==> src/rtl/ysyx_22040237_lsu_if.sv <==
// ysyx_22040237_lsu_if
//   Data-memory port of the load/store unit: a single-outstanding
//   request/grant/response bus.
//
//   req    : master -> slave, request held until gnt
//   we     : master -> slave, 1 = write, 0 = read
//   addr   : master -> slave, 8-byte-aligned address
//   wdata  : master -> slave, lane-shifted store data
//   wmask  : master -> slave, byte-lane enables
//   gnt    : slave -> master, request accepted
//   rvalid : slave -> master, response valid (read data or write ack)
//   rdata  : slave -> master, read data
//
//   Modports: master (the LSU), slave (the memory).
interface ysyx_22040237_lsu_if #(
    parameter int XLEN = 64
);
    logic            req;
    logic            we;
    logic [XLEN-1:0] addr;
    logic [XLEN-1:0] wdata;
    logic [7:0]      wmask;
    logic            gnt;
    logic            rvalid;
    logic [XLEN-1:0] rdata;

    modport master (
        output req, we, addr, wdata, wmask,
        input  gnt, rvalid, rdata
    );

    modport slave (
        input  req, we, addr, wdata, wmask,
        output gnt, rvalid, rdata
    );
endinterface

==> src/rtl/ysyx_22040237_lsu.sv <==
// ysyx_22040237_lsu
//   Load/store unit. Takes the execute stage's load/store command, drives a
//   single-outstanding data-memory port, aligns store data, extracts and
//   extends load data and presents a registered writeback result.
//   Non-memory instructions pass through with one cycle of latency.
//
//   Ports:
//     clk, rst          clock, synchronous active-low reset
//     valid_i/ready_o   upstream handshake; ready_o low while an access is in flight
//     rd_wr_en_i, rd_idx_i, alu_res_i, ls_info_bus_i, rs2_store_i
//                       instruction fields; alu_res_i is the effective address
//                       ls_info_bus_i = {dw, word, half, byte, usign, store, load}
//     mem               data-memory bus (ysyx_22040237_lsu_if.master)
//     wb_valid_o, rd_wr_en_o, rd_idx_o, rd_wdata_o
//                       registered writeback result, wb_valid_o is a 1-cycle pulse
//     ls_err_o          1-cycle pulse on misaligned access (or timeout)
//
//   Optional feature: define YSYX_22040237_LSU_TIMEOUT_EN to abort an access
//   with ls_err_o after TIMEOUT_CYC cycles in REQ or WAIT. Without it the unit
//   waits for the memory indefinitely.
module ysyx_22040237_lsu #(
    parameter int XLEN = 64
`ifdef YSYX_22040237_LSU_TIMEOUT_EN
    , parameter int TIMEOUT_CYC = 255
`endif
) (
    input  logic                  clk,
    input  logic                  rst,

    input  logic                  valid_i,
    output logic                  ready_o,
    input  logic                  rd_wr_en_i,
    input  logic [4:0]            rd_idx_i,
    input  logic [XLEN-1:0]       alu_res_i,
    input  logic [6:0]            ls_info_bus_i,
    input  logic [XLEN-1:0]       rs2_store_i,

    ysyx_22040237_lsu_if.master   mem,

    output logic                  wb_valid_o,
    output logic                  rd_wr_en_o,
    output logic [4:0]            rd_idx_o,
    output logic [XLEN-1:0]       rd_wdata_o,
    output logic                  ls_err_o
);

    typedef enum logic [1:0] {IDLE, REQ, WAIT} state_t;
    typedef enum logic [1:0] {SZ_B, SZ_H, SZ_W, SZ_D} size_t;

    state_t          state;

    // Access attributes captured at accept time
    logic [2:0]      off_q;
    size_t           size_q;
    logic            usign_q;
    logic            store_q;
    logic            rd_wr_en_q;
    logic [4:0]      rd_idx_q;

`ifdef YSYX_22040237_LSU_TIMEOUT_EN
    logic [7:0]      tmo_cnt;
`endif

    // Decode of the incoming command
    logic            is_load;
    logic            is_store;
    size_t           req_size;
    logic [2:0]      off;
    logic            misaligned;
    logic [7:0]      lane_mask;
    logic [XLEN-1:0] lane_wdata;

    // Size bits are expected one-hot; the widest set bit wins and an empty
    // size field is treated as a doubleword access.
    always_comb begin
        is_load  = ls_info_bus_i[0];
        is_store = ls_info_bus_i[1];
        off      = alu_res_i[2:0];

        if (ls_info_bus_i[6] || (ls_info_bus_i[5:3] == 3'b000)) begin
            req_size = SZ_D;
        end else if (ls_info_bus_i[5]) begin
            req_size = SZ_W;
        end else if (ls_info_bus_i[4]) begin
            req_size = SZ_H;
        end else begin
            req_size = SZ_B;
        end

        case (req_size)
            SZ_B: begin
                misaligned = 1'b0;
                lane_mask  = 8'b0000_0001 << off;
            end
            SZ_H: begin
                misaligned = off[0];
                lane_mask  = 8'b0000_0011 << off;
            end
            SZ_W: begin
                misaligned = (off[1:0] != 2'b00);
                lane_mask  = 8'b0000_1111 << off;
            end
            default: begin
                misaligned = (off != 3'b000);
                lane_mask  = 8'hFF;
            end
        endcase

        lane_wdata = rs2_store_i << {off, 3'b000};
    end

    // Load data: bring the addressed lane down to bit 0, then extend to XLEN
    logic [XLEN-1:0] shifted;
    logic [XLEN-1:0] load_data;

    always_comb begin
        shifted = mem.rdata >> {off_q, 3'b000};
        case (size_q)
            SZ_B: load_data = usign_q ? {{(XLEN-8){1'b0}}, shifted[7:0]}
                                      : {{(XLEN-8){shifted[7]}}, shifted[7:0]};
            SZ_H: load_data = usign_q ? {{(XLEN-16){1'b0}}, shifted[15:0]}
                                      : {{(XLEN-16){shifted[15]}}, shifted[15:0]};
            SZ_W: load_data = usign_q ? {{(XLEN-32){1'b0}}, shifted[31:0]}
                                      : {{(XLEN-32){shifted[31]}}, shifted[31:0]};
            default: load_data = shifted;
        endcase
    end

    // A grant arriving together with the response finishes the access
    // straight from REQ without visiting WAIT.
    logic rsp_done;
    assign rsp_done = ((state == REQ) && mem.gnt && mem.rvalid) ||
                      ((state == WAIT) && mem.rvalid);

    always_ff @(posedge clk) begin
        if (!rst) begin
            state      <= IDLE;
            ready_o    <= 1'b1;
            wb_valid_o <= 1'b0;
            rd_wr_en_o <= 1'b0;
            rd_idx_o   <= '0;
            rd_wdata_o <= '0;
            ls_err_o   <= 1'b0;
            mem.req    <= 1'b0;
            mem.we     <= 1'b0;
            mem.addr   <= '0;
            mem.wdata  <= '0;
            mem.wmask  <= '0;
            off_q      <= '0;
            size_q     <= SZ_B;
            usign_q    <= 1'b0;
            store_q    <= 1'b0;
            rd_wr_en_q <= 1'b0;
            rd_idx_q   <= '0;
`ifdef YSYX_22040237_LSU_TIMEOUT_EN
            tmo_cnt    <= '0;
`endif
        end else begin
            wb_valid_o <= 1'b0;
            ls_err_o   <= 1'b0;

            case (state)
                IDLE: begin
                    if (valid_i && ready_o) begin
                        if (!is_load && !is_store) begin
                            wb_valid_o <= 1'b1;
                            rd_wr_en_o <= rd_wr_en_i;
                            rd_idx_o   <= rd_idx_i;
                            rd_wdata_o <= alu_res_i;
                        end else if (misaligned) begin
                            wb_valid_o <= 1'b1;
                            ls_err_o   <= 1'b1;
                            rd_wr_en_o <= 1'b0;
                            rd_idx_o   <= rd_idx_i;
                            rd_wdata_o <= '0;
                        end else begin
                            state      <= REQ;
                            ready_o    <= 1'b0;
                            mem.req    <= 1'b1;
                            mem.we     <= is_store;
                            mem.addr   <= {alu_res_i[XLEN-1:3], 3'b000};
                            mem.wdata  <= lane_wdata;
                            mem.wmask  <= lane_mask;
                            off_q      <= off;
                            size_q     <= req_size;
                            usign_q    <= ls_info_bus_i[2];
                            store_q    <= is_store;
                            rd_wr_en_q <= rd_wr_en_i;
                            rd_idx_q   <= rd_idx_i;
`ifdef YSYX_22040237_LSU_TIMEOUT_EN
                            tmo_cnt    <= '0;
`endif
                        end
                    end
                end

                REQ, WAIT: begin
                    if (rsp_done) begin
                        state      <= IDLE;
                        ready_o    <= 1'b1;
                        mem.req    <= 1'b0;
                        wb_valid_o <= 1'b1;
                        rd_wr_en_o <= rd_wr_en_q && !store_q;
                        rd_idx_o   <= rd_idx_q;
                        rd_wdata_o <= store_q ? '0 : load_data;
                    end else if ((state == REQ) && mem.gnt) begin
                        state      <= WAIT;
                        mem.req    <= 1'b0;
`ifdef YSYX_22040237_LSU_TIMEOUT_EN
                        tmo_cnt    <= '0;
`endif
                    end
`ifdef YSYX_22040237_LSU_TIMEOUT_EN
                    else if (tmo_cnt == 8'(TIMEOUT_CYC)) begin
                        state      <= IDLE;
                        ready_o    <= 1'b1;
                        mem.req    <= 1'b0;
                        wb_valid_o <= 1'b1;
                        ls_err_o   <= 1'b1;
                        rd_wr_en_o <= 1'b0;
                        rd_idx_o   <= rd_idx_q;
                        rd_wdata_o <= '0;
                    end else begin
                        tmo_cnt    <= tmo_cnt + 8'd1;
                    end
`endif
                end

                default: begin
                    state   <= IDLE;
                    ready_o <= 1'b1;
                    mem.req <= 1'b0;
                end
            endcase
        end
    end

endmodule
==> src/flat_wrapper.sv <==
// flat-port wrapper written by rule: the top's interface ports become plain ports
module ysyx_22040237_lsu_flat 
#(
    parameter int XLEN = 64

)
  (clk, rst, valid_i, ready_o, rd_wr_en_i, rd_idx_i, alu_res_i, ls_info_bus_i, rs2_store_i, wb_valid_o, rd_wr_en_o, rd_idx_o, rd_wdata_o, ls_err_o, mem_req, mem_we, mem_addr, mem_wdata, mem_wmask, mem_gnt, mem_rvalid, mem_rdata);
  ysyx_22040237_lsu_if #(.XLEN(XLEN)) mem_i ();
  input  logic clk;
  input  logic rst;
  input  logic valid_i;
  output logic ready_o;
  input  logic rd_wr_en_i;
  input  logic [4:0] rd_idx_i;
  input  logic [XLEN-1:0] alu_res_i;
  input  logic [6:0] ls_info_bus_i;
  input  logic [XLEN-1:0] rs2_store_i;
  output logic wb_valid_o;
  output logic rd_wr_en_o;
  output logic [4:0] rd_idx_o;
  output logic [XLEN-1:0] rd_wdata_o;
  output logic ls_err_o;
  output wire logic [$bits(mem_i.req)-1:0] mem_req;
  output wire logic [$bits(mem_i.we)-1:0] mem_we;
  output wire logic [$bits(mem_i.addr)-1:0] mem_addr;
  output wire logic [$bits(mem_i.wdata)-1:0] mem_wdata;
  output wire logic [$bits(mem_i.wmask)-1:0] mem_wmask;
  input wire logic [$bits(mem_i.gnt)-1:0] mem_gnt;
  input wire logic [$bits(mem_i.rvalid)-1:0] mem_rvalid;
  input wire logic [$bits(mem_i.rdata)-1:0] mem_rdata;
  assign mem_req = mem_i.req;
  assign mem_we = mem_i.we;
  assign mem_addr = mem_i.addr;
  assign mem_wdata = mem_i.wdata;
  assign mem_wmask = mem_i.wmask;
  assign mem_i.gnt = mem_gnt;
  assign mem_i.rvalid = mem_rvalid;
  assign mem_i.rdata = mem_rdata;
  ysyx_22040237_lsu #(.XLEN(XLEN)) u_core (.clk(clk), .rst(rst), .valid_i(valid_i), .ready_o(ready_o), .rd_wr_en_i(rd_wr_en_i), .rd_idx_i(rd_idx_i), .alu_res_i(alu_res_i), .ls_info_bus_i(ls_info_bus_i), .rs2_store_i(rs2_store_i), .mem(mem_i), .wb_valid_o(wb_valid_o), .rd_wr_en_o(rd_wr_en_o), .rd_idx_o(rd_idx_o), .rd_wdata_o(rd_wdata_o), .ls_err_o(ls_err_o));
endmodule
==> config.mk <==
export PLATFORM = sky130hd
export DESIGN_NAME = ysyx_22040237_lsu_flat
export DESIGN_NICKNAME = d
export VERILOG_FILES = /design/src/rtl/ysyx_22040237_lsu_if.sv /design/src/rtl/ysyx_22040237_lsu.sv /design/src/flat_wrapper.sv
export SDC_FILE = /design/constraint.sdc
export NUM_CORES = 1
export LEC_CHECK = 0
export ABC_CLOCK_PERIOD_IN_PS = 3700
export BUFFER_PORTS_ARGS = -buffer_cell sky130_fd_sc_hd__buf_4
export CELL_PAD_IN_SITES_DETAIL_PLACEMENT = 0
export CELL_PAD_IN_SITES_GLOBAL_PLACEMENT = 1
export CORE_MARGIN = 8
export CORE_UTILIZATION = 37
export DETAILED_ROUTE_END_ITERATION = 10
export HOLD_SLACK_MARGIN = 0.08
export PLACE_DENSITY = 0.82
export SYNTH_ARGS = -nofsm -noshare
export SYNTH_HDL_FRONTEND = slang
export SYNTH_SLANG_ARGS = --single-unit
==> constraint.sdc <==
create_clock -name clk -period 3.7 [get_ports clk]
set_clock_uncertainty 0.15 [all_clocks]
set_input_delay 0.37 -clock clk [delete_from_list [all_inputs] [get_ports clk]]
set_output_delay 0.37 -clock clk [all_outputs]
set_load 0.02 [all_outputs]
==> results of run 1 <==
==> critical path, delay by kind of cell, from the launching register on <==
| family | cells | cell delay (ps) |
|---|---|---|
| AOI/OAI and AO/OA | 4 | 1270 |
| adders and majority gates | 1 | 310 |
| buffers and inverters | 3 | 540 |
| DFF | 1 | 420 |
==> power groups by stage <==
stage / combinational, W / clock [W] / sequential (W)
2_1_floorplan: 0.00192 / 0 / 0.00368
3_3_place_gp: 0.00410 / 0 / 0.00319
3_5_place_dp: 0.00413 / 0 / 0.00320
4_1_cts: 0.00422 / 0.00284 / 0.00316
5_1_grt: 0.00453 / 0.00293 / 0.00322
6_report: 0.00422 / 0.00279 / 0.00317
==> registers in the layout (all words and copies together), names as in the netlist, 2 cells and up <==
register / cells
u_core.mem.wdata: 64
u_core.state: 2
u_core.mem.wmask: 8
u_core.rd_wdata_o: 64
u_core.size_q: 2
u_core.rd_idx_q: 5
u_core.rd_idx_o: 5
u_core.mem.addr: 61
u_core.off_q: 3
==> cell families after synthesis <==
group	Yosys count	synth area share, %
fa+ha+maj	8	0.794
mux	140	15.9
other cells	1	0.0297
compound gates	466	26.1
flops	221	35.1
buf+inv	159	5.31
simple gates	501	16.8
==> synthesized netlist by cell type (all sizes together), types with 4 or more instances <==
master,instances
a21boi,88
a21oi,108
a221oi,8
a22oi,34
a31oi,6
a32oi,4
buf,44
clkbuf,105
dfxtp,221
ha,8
inv,10
mux2,22
mux2i,73
mux4,45
nand2,322
nand2b,4
nand3,27
nor2,58
nor2b,26
nor3,41
nor3b,9
o2111ai,6
o211a,40
o211ai,28
o21a,9
o21ai,84
o22ai,21
o2bb2ai,7
o311ai,6
==> path summary, 6_finish.rpt <==
| path | startpoint | to | slack (ps) | cells past startpoint |
|---|---|---|---|---|
| worst min-delay path | alu_res_i[2] | u_core.ls_err_o$_SDFF_PP0_ | 120 | 3 |
| worst max-delay path | u_core.state[0]$_SDFFE_PN0P_ | u_core.rd_wdata_o[8]$_SDFFE_PN0P_ | 800 | 8 |
| worst max register to register | u_core.state[0]$_SDFFE_PN0P_ | u_core.rd_wdata_o[8]$_SDFFE_PN0P_ | 800 | 8 |
| worst min register to register | u_core.rd_idx_q[0]$_SDFFE_PN0P_ | u_core.rd_idx_q[0]$_SDFFE_PN0P_ | 310 | 2 |
==> layout make-up <==
type / instances / area (um^2)
Antenna cell: 3 / 7.51
Clock buffer: 36 / 759
Clock inverter: 11 / 171
Fill cell: 3150 / 15800
Inverter: 10 / 37.5
Multi-Input combinational cell: 1118 / 7560
Sequential cell: 221 / 4430
Tap cell: 448 / 561
Timing Repair Buffer: 527 / 4250
==> metal layers <==
layer	vias to the layer above	track usage, %	share of wire (%)	wire length, um
met4	2	11.0	4.6	2430
met3	113	6.89	9.2	4900
li1	6209	-	-	-
met2	629	40.6	46	24600
met5	-	0	0.023	12
met1	6288	30.4	40	21300
==> what timing repair did <==
item,4_1_cts,5_1_grt
endpoints found under the hold margin,133,0
buffers inserted,0,0
hold buffers,80,0
==> stage by stage <==
step | instance area, um^2 | utilization (%) | setup WS [ps] | total power [W] | cells
finish | 17800 | 53.0 | 801 | 0.0102 | 2374
global route | 17800 | 53.0 | 595 | 0.0107 | 2374
CTS | 17800 | 53.0 | 853 | 0.0102 | 2371
detailed placement | 16000 | 47.8 | 409 | 0.00733 | 2244
global placement | 16000 | 47.8 | 407 | 0.00729 | 2244
floorplan | 12600 | - | 612 | 0.00560 | 1498
==> results.json, run 1 <==
{
  "outcome": "complete, no violations",
  "peakVddDrop_mv": 0.371,
  "powerDensity_mw_per_mm2": 572,
  "cts_resized": 0,
  "antenna_found_initial": 4,
  "rsz0062_at_grt": "false",
  "initial_core_util_pct": 37.6,
  "maxCapViolCount": 0,
  "port_buffers": 417,
  "fin_crit_sh_pct": 78.3,
  "intPower_w": 0.00626,
  "cts_made_buffers": 26,
  "clock_latency_ps": 530,
  "dieArea_mm2": 0.0402,
  "synth_edf_count": 0,
  "setup_tns_ps": 0,
  "synth_top_area_share_pct": 35.1,
  "synth_area_per_cell_um2": 8.43,
  "final_hold_viol_count": 0,
  "post-route-min-period_ps": 2900,
  "crit_chain": "inv_1 > ha_1 > inv_1 > a21oi_1 > a211oi_4 > buf_12 > a21boi_1 > a21oi_1",
  "max_slew_margin_pct": 21.6,
  "p_seq_share_pct": 31.1,
  "clk_path_buf_depth": 3,
  "drc": 0,
  "cts_tree": "built",
  "slew_viol_final": 0,
  "synth-main-ff-cell": "dfxtp_1",
  "via_per_inst": 5.58,
  "drive_gt1_share_pct": 31.0,
  "p_clk_share_pct": 27.4,
  "p_leak_nw": 7.41,
  "cp_data_required_time_ps": 3930,
  "syn_to_final_growth_pct": 41.0,
  "layout_common_cells": "buf_4, nand2_1, dfxtp_1",
  "setup_viol": 0,
  "finalNetCount": 2122,
  "grt_pass1_vias": 13107,
  "ctsRootBufferMaster": "clkbuf_16",
  "worstMarginPinSlew_ps": 1170,
  "hold_slack_ps": 123,
  "setup.worst_path.start_class": "register",
  "grt.overflow.total": 0,
  "max_stage_delay_ps": 720,
  "yosysSeqAreaShare_pct": 35.1,
  "cp.arrival_ps": 3130,
  "track_usage_pct": 24.9,
  "crit_slowest_cell": "a21boi_1",
  "core_area_mm2": 0.0335,
  "die_h_um": 201,
  "cts.reportedPaths.clkPinSlew_ps": 60,
  "synth_seq_cells": 221,
  "grt_pass1_wl_mm": 80.3,
  "critPathKind": "register to register",
  "htreeDepth": 1,
  "fmax_mhz": 345,
  "p_sw_w": 0.00392,
  "clock_sinks": 221,
  "die_x_um": 201,
  "first_pass_iters": 5,
  "hold_path.class": "primary input to register",
  "synth_area_mm2": 0.0126,
  "crit_path_end_kind": "register",
  "ys_warn_count": 0,
  "async_flop_share_pct": 0,
  "ant_nets": 0,
  "synth_cell_types": 57,
  "grt_max_degree": 98,
  "syn-instance-count": 1496,
  "path_max_fanout": 81,
  "gp_congestion": 0.914,
  "io_pins": 421,
  "mostFrequentLayoutCell": "buf_4",
  "power_frac_comb_pct": 41.5,
  "fp-row-count": 67,
  "vias": 13241,
  "drt_iter0_drc": 1151,
  "routed_wl_mm": 53.3,
  "synth_top_cell_by_area": "dfxtp_1",
  "synthTopCellsByArea": "dfxtp_1, nand2_1, mux4_2, mux2i_1, a21boi_0",
  "wl_per_cell_um": 22.4,
  "dp.final_hpwl_mm": 39.4,
  "swShare_pct": 38.5
}
No activity file was read; power rests on OpenSTA's default activity.
==> inputs of run 2 (changes only) <==
--- a/config.mk
+++ b/config.mk
@@ -5,7 +5,7 @@
 export SDC_FILE = /design/constraint.sdc
 export NUM_CORES = 1
 export LEC_CHECK = 0
-export ABC_CLOCK_PERIOD_IN_PS = 3700
+export ABC_CLOCK_PERIOD_IN_PS = 2700
 export BUFFER_PORTS_ARGS = -buffer_cell sky130_fd_sc_hd__buf_4
 export CELL_PAD_IN_SITES_DETAIL_PLACEMENT = 0
 export CELL_PAD_IN_SITES_GLOBAL_PLACEMENT = 1
==> constraint.sdc (replaced) <==
create_clock -name clk -period 2.7 [get_ports clk]
set_clock_uncertainty 0.15 [all_clocks]
set_input_delay 0.27 -clock clk [delete_from_list [all_inputs] [get_ports clk]]
set_output_delay 0.27 -clock clk [all_outputs]
set_load 0.02 [all_outputs]
==> run 2 against run 1 <==
Compared with the run above: via count increased by 0.82%; clock-buffer cell count stayed put; global-route usage is 0.33 points lower; worst hold slack got worse by 21 ps; cell area up 2.9%; wire length fell by 1.2%; critical path depth fell by 1; setup slack worse by 730 ps; final cell count is 2.5% higher; register-to-register slack got worse by 730 ps; largest power group unchanged.
==> results.json, run 2 (synthesis results as in run 1) <==
{
  "clock_latency_ps": 540,
  "outcome": "complete, no violations",
  "vias": 13350,
  "peakVddDrop_mv": 0.473,
  "hold_path.class": "primary input to register",
  "clk_path_buf_depth": 3,
  "antenna_found_initial": 6,
  "grt_pass1_vias": 13357,
  "r2r_start": "u_core.off_q[2]$_SDFFE_PN0P_",
  "crit_path_end_kind": "register",
  "cts.reportedPaths.clkPinSlew_ps": 60,
  "cts_tree": "built",
  "grt_pass1_wl_mm": 79.6,
  "worstMarginPinSlew_ps": 1130,
  "routed_wl_mm": 52.6,
  "initial_core_util_pct": 37.6,
  "dieArea_mm2": 0.0402,
  "cp.arrival_ps": 2880,
  "slew_viol_final": 0,
  "clock_sinks": 221,
  "final_hold_viol_count": 0,
  "layout_common_cells": "buf_4, nand2_1, dfxtp_1",
  "mostFrequentLayoutCell": "buf_4",
  "gp_congestion": 0.893,
  "die_h_um": 201,
  "fp-row-count": 67,
  "dp_slack_ps": -64.2,
  "grt.overflow.total": 0,
  "drive_gt1_share_pct": 32.3,
  "max_slew_margin_pct": 24.4,
  "drc": 0,
  "fin_crit_sh_pct": 97.2,
  "cts_made_buffers": 27,
  "dp.final_hpwl_mm": 39.9,
  "startpoint": "u_core.off_q[2]$_SDFFE_PN0P_",
  "rsz0062_at_grt": "false",
  "fmax_mhz": 381,
  "fillCellCount": 3128,
  "largest_registers": "u_core.mem.wdata x64, u_core.rd_wdata_o x64, u_core.mem.addr x61",
  "core_area_mm2": 0.0335,
  "path_max_fanout": 8,
  "hold_depth": 5,
  "ctsRootBufferMaster": "clkbuf_16",
  "critPathKind": "register to register",
  "fin_ws_ps": 74.7,
  "finalNetCount": 2186,
  "maxCapViolCount": 0,
  "setup.worst_path.start_class": "register",
  "worst-r2r-setup-slack_ps": 70,
  "final_area_mm2": 0.0183,
  "p_leak_nw": 7.68,
  "reg2reg_depth": 7,
  "cp_data_required_time_ps": 2950,
  "drt_iter0_drc": 809,
  "via_per_inst": 5.48,
  "post_cts_buffers": 0,
  "fin_total_pwr_w": 0.0137,
  "post-route-min-period_ps": 2630,
  "grt_max_degree": 95,
  "placed_area_mm2": 0.0165,
  "rr_endpoint": "u_core.rd_wdata_o[59]$_SDFFE_PN0P_",
  "syn_to_final_growth_pct": 45.0,
  "htreeDepth": 1,
  "setup_viol": 0,
  "die_x_um": 201,
  "first_pass_iters": 7,
  "port_buffers": 417,
  "io_pins": 421,
  "wl_per_cell_um": 21.6,
  "ant_nets": 0,
  "track_usage_pct": 24.6,
  "powerDensity_mw_per_mm2": 747,
  "critPathCapture": "u_core.rd_wdata_o[59]$_SDFFE_PN0P_"
}
==> run 2: changes by cell type in the layout (fill, tap and decap cells not counted), sizes merged <==
| cell | before | now |
|---|---|---|
| buf | 447 | 494 |
| bufinv | 4 | 0 |
| clkinvlp | 2 | 1 |
| diode | 3 | 6 |
| dlygate4sd3 | 80 | 96 |
| inv | 11 | 10 |
==> run 2: worst min-delay path by stage <==
stage | from | slack [ps] | endpoint
after floorplan | rd_idx_i[0] | 260 | u_core.rd_idx_q[0]$_SDFFE_PN0P_
after CTS | mem_rdata[57] | 80 | u_core.rd_wdata_o[25]$_SDFFE_PN0P_
after global placement | u_core.rd_idx_q[1]$_SDFFE_PN0P_ | 290 | u_core.rd_idx_q[1]$_SDFFE_PN0P_
final | mem_rdata[60] | 100 | u_core.rd_wdata_o[60]$_SDFFE_PN0P_
after global routing | mem_rdata[60] | 110 | u_core.rd_wdata_o[60]$_SDFFE_PN0P_
after detailed placement | u_core.rd_idx_q[1]$_SDFFE_PN0P_ | 310 | u_core.rd_idx_q[1]$_SDFFE_PN0P_
==> run 2: repair_timing <==
action | 4_1_cts | 5_1_grt
hold buffers | 96 | 0
endpoints found under the hold margin | 186 | 0
resized for setup | 0 | 5
endpoints found under the setup margin | 0 | 32
==> run 2: layout make-up <==
class / count / area [um^2] / area share [%]
clock inverter: 5 / 31.3 / 0.171
antenna: 6 / 15.0 / 0.0821
tap: 448 / 561 / 3.06
timing repair buffer: 590 / 4890 / 26.7
clock buffer: 36 / 729 / 3.99
inverter: 10 / 37.5 / 0.205
sequential: 221 / 4430 / 24.2
multi-input combinational: 1118 / 7600 / 41.5
==> run 2: metal layers <==
layer  GRT usage [%]  vias to the layer above  part of all wire, %
li1                -                     6340                    -
met1            30.2                     6377                   41
met2            41.3                      550                   48
met3            5.94                       83                  7.9
met4            9.17                        0                  3.4
met5               0                        -                    0
==> run 2: stage by stage <==
step	hold WS [ps]	instances	utilization [%]	setup TNS, ps
floorplan	256	1498	-	-9.85
global placement	293	2291	49.3	-285
detailed placement	305	2291	49.3	-1600
CTS	80.6	2428	54.4	0
global route	105	2434	54.5	0
finish	102	2434	54.5	0
==> run 2: critical path, stage by stage, from the launching register on <==
cell and delay [ps]:
dfxtp_4 390, mux2_1 350, mux4_2 470, and3b_1 210
o41a_4 510, buf_4 200, a22oi_2 140, a21oi_1 80
==> run 2: power breakdown <==
part | internal [W] | total, W | leakage [nW] | switching, W
clock | 0.00186 | 0.00325 | 0.371 | 0.00139
combinational | 0.00261 | 0.00608 | 5.51 | 0.00347
sequential | 0.00392 | 0.00434 | 1.80 | 0.000421
total | 0.00839 | 0.0137 | 7.68 | 0.00528
==> inputs of run 3 (changes only) <==
--- a/config.mk
+++ b/config.mk
@@ -5,15 +5,16 @@
 export SDC_FILE = /design/constraint.sdc
 export NUM_CORES = 1
 export LEC_CHECK = 0
+export ABC_AREA = 1
 export ABC_CLOCK_PERIOD_IN_PS = 2700
 export BUFFER_PORTS_ARGS = -buffer_cell sky130_fd_sc_hd__buf_4
 export CELL_PAD_IN_SITES_DETAIL_PLACEMENT = 0
 export CELL_PAD_IN_SITES_GLOBAL_PLACEMENT = 1
 export CORE_MARGIN = 8
-export CORE_UTILIZATION = 37
+export CORE_UTILIZATION = 35
 export DETAILED_ROUTE_END_ITERATION = 10
 export HOLD_SLACK_MARGIN = 0.08
-export PLACE_DENSITY = 0.82
+export PLACE_DENSITY = 0.83
 export SYNTH_ARGS = -nofsm -noshare
 export SYNTH_HDL_FRONTEND = slang
 export SYNTH_SLANG_ARGS = --single-unit
==> run 3 against run 2 <==
Compared with the run above: via count grew 9.7%; synthesized area shrank 0.95%; critical path depth grew 4; cell area shrank 2.7%; final cell count grew 19%; sequential cell count is the same; global-route usage grew 0.73 points; combinational power grew 18%; setup slack gained 63 ps; maximum frequency grew 2.5%; power grew 10%; register-to-register slack gained 200 ps; critical path type is now primary input to register.
==> results.json, run 3 <==
{
  "outcome": "complete, no violations",
  "reg2reg_depth": 9,
  "wl_per_cell_um": 19.6,
  "fin_total_pwr_w": 0.0151,
  "grt_max_degree": 103,
  "synth_area_per_cell_um2": 6.36,
  "max_stage_delay_ps": 570,
  "cp_data_required_time_ps": 2970,
  "startpoint": "alu_res_i[0]",
  "async_flop_share_pct": 0,
  "r2r_start": "u_core.state[0]$_SDFFE_PN0P_",
  "rr_endpoint": "u_core.rd_wdata_o[6]$_SDFFE_PN0P_",
  "cts_tree": "built",
  "max_slew_margin_pct": 53.1,
  "hold_path.class": "primary input to register",
  "synthSimpleGateAreaFrac_pct": 26.5,
  "synth_top_family_by_area": "simple AND/OR/NAND/NOR gates",
  "synth_cell_types": 45,
  "worst-r2r-setup-slack_ps": 270,
  "critical-path-top-delay-family": "buffers and inverters",
  "peakVddDrop_mv": 0.546,
  "fp-row-count": 69,
  "dieArea_mm2": 0.0420,
  "port_buffers": 417,
  "crit_chain": "dlygate4sd3_1 > buf_4 > clkinvlp_4 > buf_4 > buf_4 > nor2_1 > a2bb2oi_1 > dlygate4sd3_1 > o21ai_0 > nor2_1 > nor2_1",
  "ys_warn_count": 0,
  "synth_area_mm2": 0.0125,
  "core_area_mm2": 0.0354,
  "synth_edf_count": 0,
  "vias": 14648,
  "cts_made_buffers": 26,
  "cts.reportedPaths.clkPinSlew_ps": 60,
  "setup_viol": 0,
  "post-route-min-period_ps": 2560,
  "rsz0062_at_grt": "false",
  "critPathCapture": "u_core.mem.wdata[56]$_SDFFE_PN0P_",
  "path_max_fanout": 13,
  "clock_latency_ps": 530,
  "syn_to_final_growth_pct": 42.5,
  "clock_sinks": 221,
  "placed_area_mm2": 0.0159,
  "slew_viol_final": 0,
  "setup_tns_ps": 0,
  "crit_slowest_cell": "dlygate4sd3_1",
  "synth_mux_area_share_pct": 0.321,
  "synth_seq_cells": 221,
  "post-synth-top-count-cell": "nand2_1",
  "synth-main-ff-cell": "dfxtp_1",
  "gp_congestion": 0.987,
  "ant_nets": 0,
  "powerDensity_mw_per_mm2": 846,
  "synthTopCellsByArea": "dfxtp_1, nand2_1, a21oi_1, o21ai_0, inv_1",
  "p_leak_nw": 8.15,
  "track_usage_pct": 25.3,
  "synth_top_cell_by_area": "dfxtp_1",
  "layout_common_cells": "nand2_1, buf_4, a21oi_1",
  "routed_wl_mm": 56.5,
  "maxCapViolCount": 0,
  "grt_pass1_wl_mm": 84.3,
  "drt_iter0_drc": 858,
  "dp_cells": 2733,
  "worst-path-buf-inv": 6,
  "finalNetCount": 2618,
  "synth_top_area_share_pct": 35.4,
  "io_pins": 421,
  "final_cells": 2888,
  "drive_gt1_share_pct": 23.0,
  "fin_crit_sh_pct": 94.9,
  "die_x_um": 205,
  "ctsRootBufferMaster": "clkbuf_16",
  "syn-instance-count": 1963,
  "via_per_inst": 5.07,
  "crit_path_end_kind": "register",
  "clk_path_buf_depth": 3,
  "synthAdderAreaFrac_pct": 0.801,
  "cp.arrival_ps": 2830,
  "grt.overflow.total": 0,
  "fmax_mhz": 390,
  "dp.final_hpwl_mm": 43.3,
  "yosysSeqAreaShare_pct": 35.4,
  "largest_registers": "u_core.mem.wdata x64, u_core.rd_wdata_o x64, u_core.mem.addr x61",
  "drc": 0,
  "final_hold_viol_count": 0,
  "worst-path-stages": 11,
  "first_pass_iters": 5,
  "synth_xor_area_share_pct": 0,
  "initial_core_util_pct": 35.3,
  "critPathKind": "primary input to register",
  "antenna_found_initial": 8,
  "worstMarginPinSlew_ps": 703,
  "synth-compound-area-share_pct": 25.9,
  "mostFrequentLayoutCell": "nand2_1",
  "synth_commonest_cells": "nand2_1, a21oi_1, o21ai_0",
  "grt_pass1_vias": 14397,
  "setup.worst_path.start_class": "primary input",
  "die_h_um": 205,
  "htreeDepth": 1,
  "final_area_mm2": 0.0178
}
## run 3: cell types whose count changed after synthesis, sizes merged, moves of 69 or more
cell	previous run	this run
mux2i	73	4
o21ai	84	250
a21boi	88	1
inv	10	138
nand2	322	604
a21oi	108	279
## run 3: layout make-up
cell class / count / area [um^2]
diodes: 7 / 17.5
repair buffers: 568 / 4630
fillers: 3604 / 17600
inverters: 140 / 539
clock inverters: 8 / 103
multi-input cells: 1443 / 6730
well taps: 461 / 577
clock buffers: 40 / 785
flip-flops and latches: 221 / 4430
## run 3: worst min path at each step
stage / start / to / cells after the start
final: rst / u_core.rd_wdata_o[0]$_SDFFE_PN0P_ / 3
after global routing: rst / u_core.rd_wdata_o[14]$_SDFFE_PN0P_ / 3
after CTS: rs2_store_i[59] / u_core.mem.wdata[59]$_SDFFE_PN0P_ / 6
after detailed placement: u_core.rd_idx_q[3]$_SDFFE_PN0P_ / u_core.rd_idx_q[3]$_SDFFE_PN0P_ / 2
after global placement: u_core.rd_wr_en_q$_SDFFE_PN0P_ / u_core.rd_wr_en_q$_SDFFE_PN0P_ / 2
after floorplan: alu_res_i[10] / u_core.mem.addr[10]$_SDFFE_PN0P_ / 2
## run 3: worst register-to-register path: stages (launching register included)
cell     delay (ps)
dfxtp_1         380
inv_1           100
ha_1            470
inv_2           170
nor2_4          410
inv_2           120
a21oi_1         130
o21ai_0         210
nand2_1         120
o21a_1          110
## run 3: cells by family after synthesis
family          after synthesis
other cells                   1
fa+ha+maj                     8
mux                           4
simple gates                823
buf+inv                     301
compound gates              605
flops                       221
## run 3: metal layers
layer,track usage [%],wire length (um)
met2,44.1,27100
met4,10.8,2530
met3,5.76,4220
met1,29.4,22600
met5,0,13
## run 3: metrics by stage
stage	utilization (%)	worst slack (ps)	hold WS (ps)
4_1_cts	50.1	108	80.8
5_1_grt	50.3	31.3	105
2_1_floorplan	-	606	263
3_3_place_gp	44.9	135	283
3_5_place_dp	44.9	77.4	291
6_report	50.3	138	96.3
## run 3: timing repair
action,4_1_cts,5_1_grt
gates resized for setup,0,2
hold buffers,93,0
setup buffers,0,7
endpoints found under the hold margin,160,0
endpoints found under the setup margin,0,6
## run 3: where the power goes
group,switching [W],internal (W),leakage (nW)
logic,0.00457,0.00262,5.93
registers,0.000359,0.00388,1.80
clock network,0.00145,0.00219,0.417
total,0.00637,0.00869,8.15
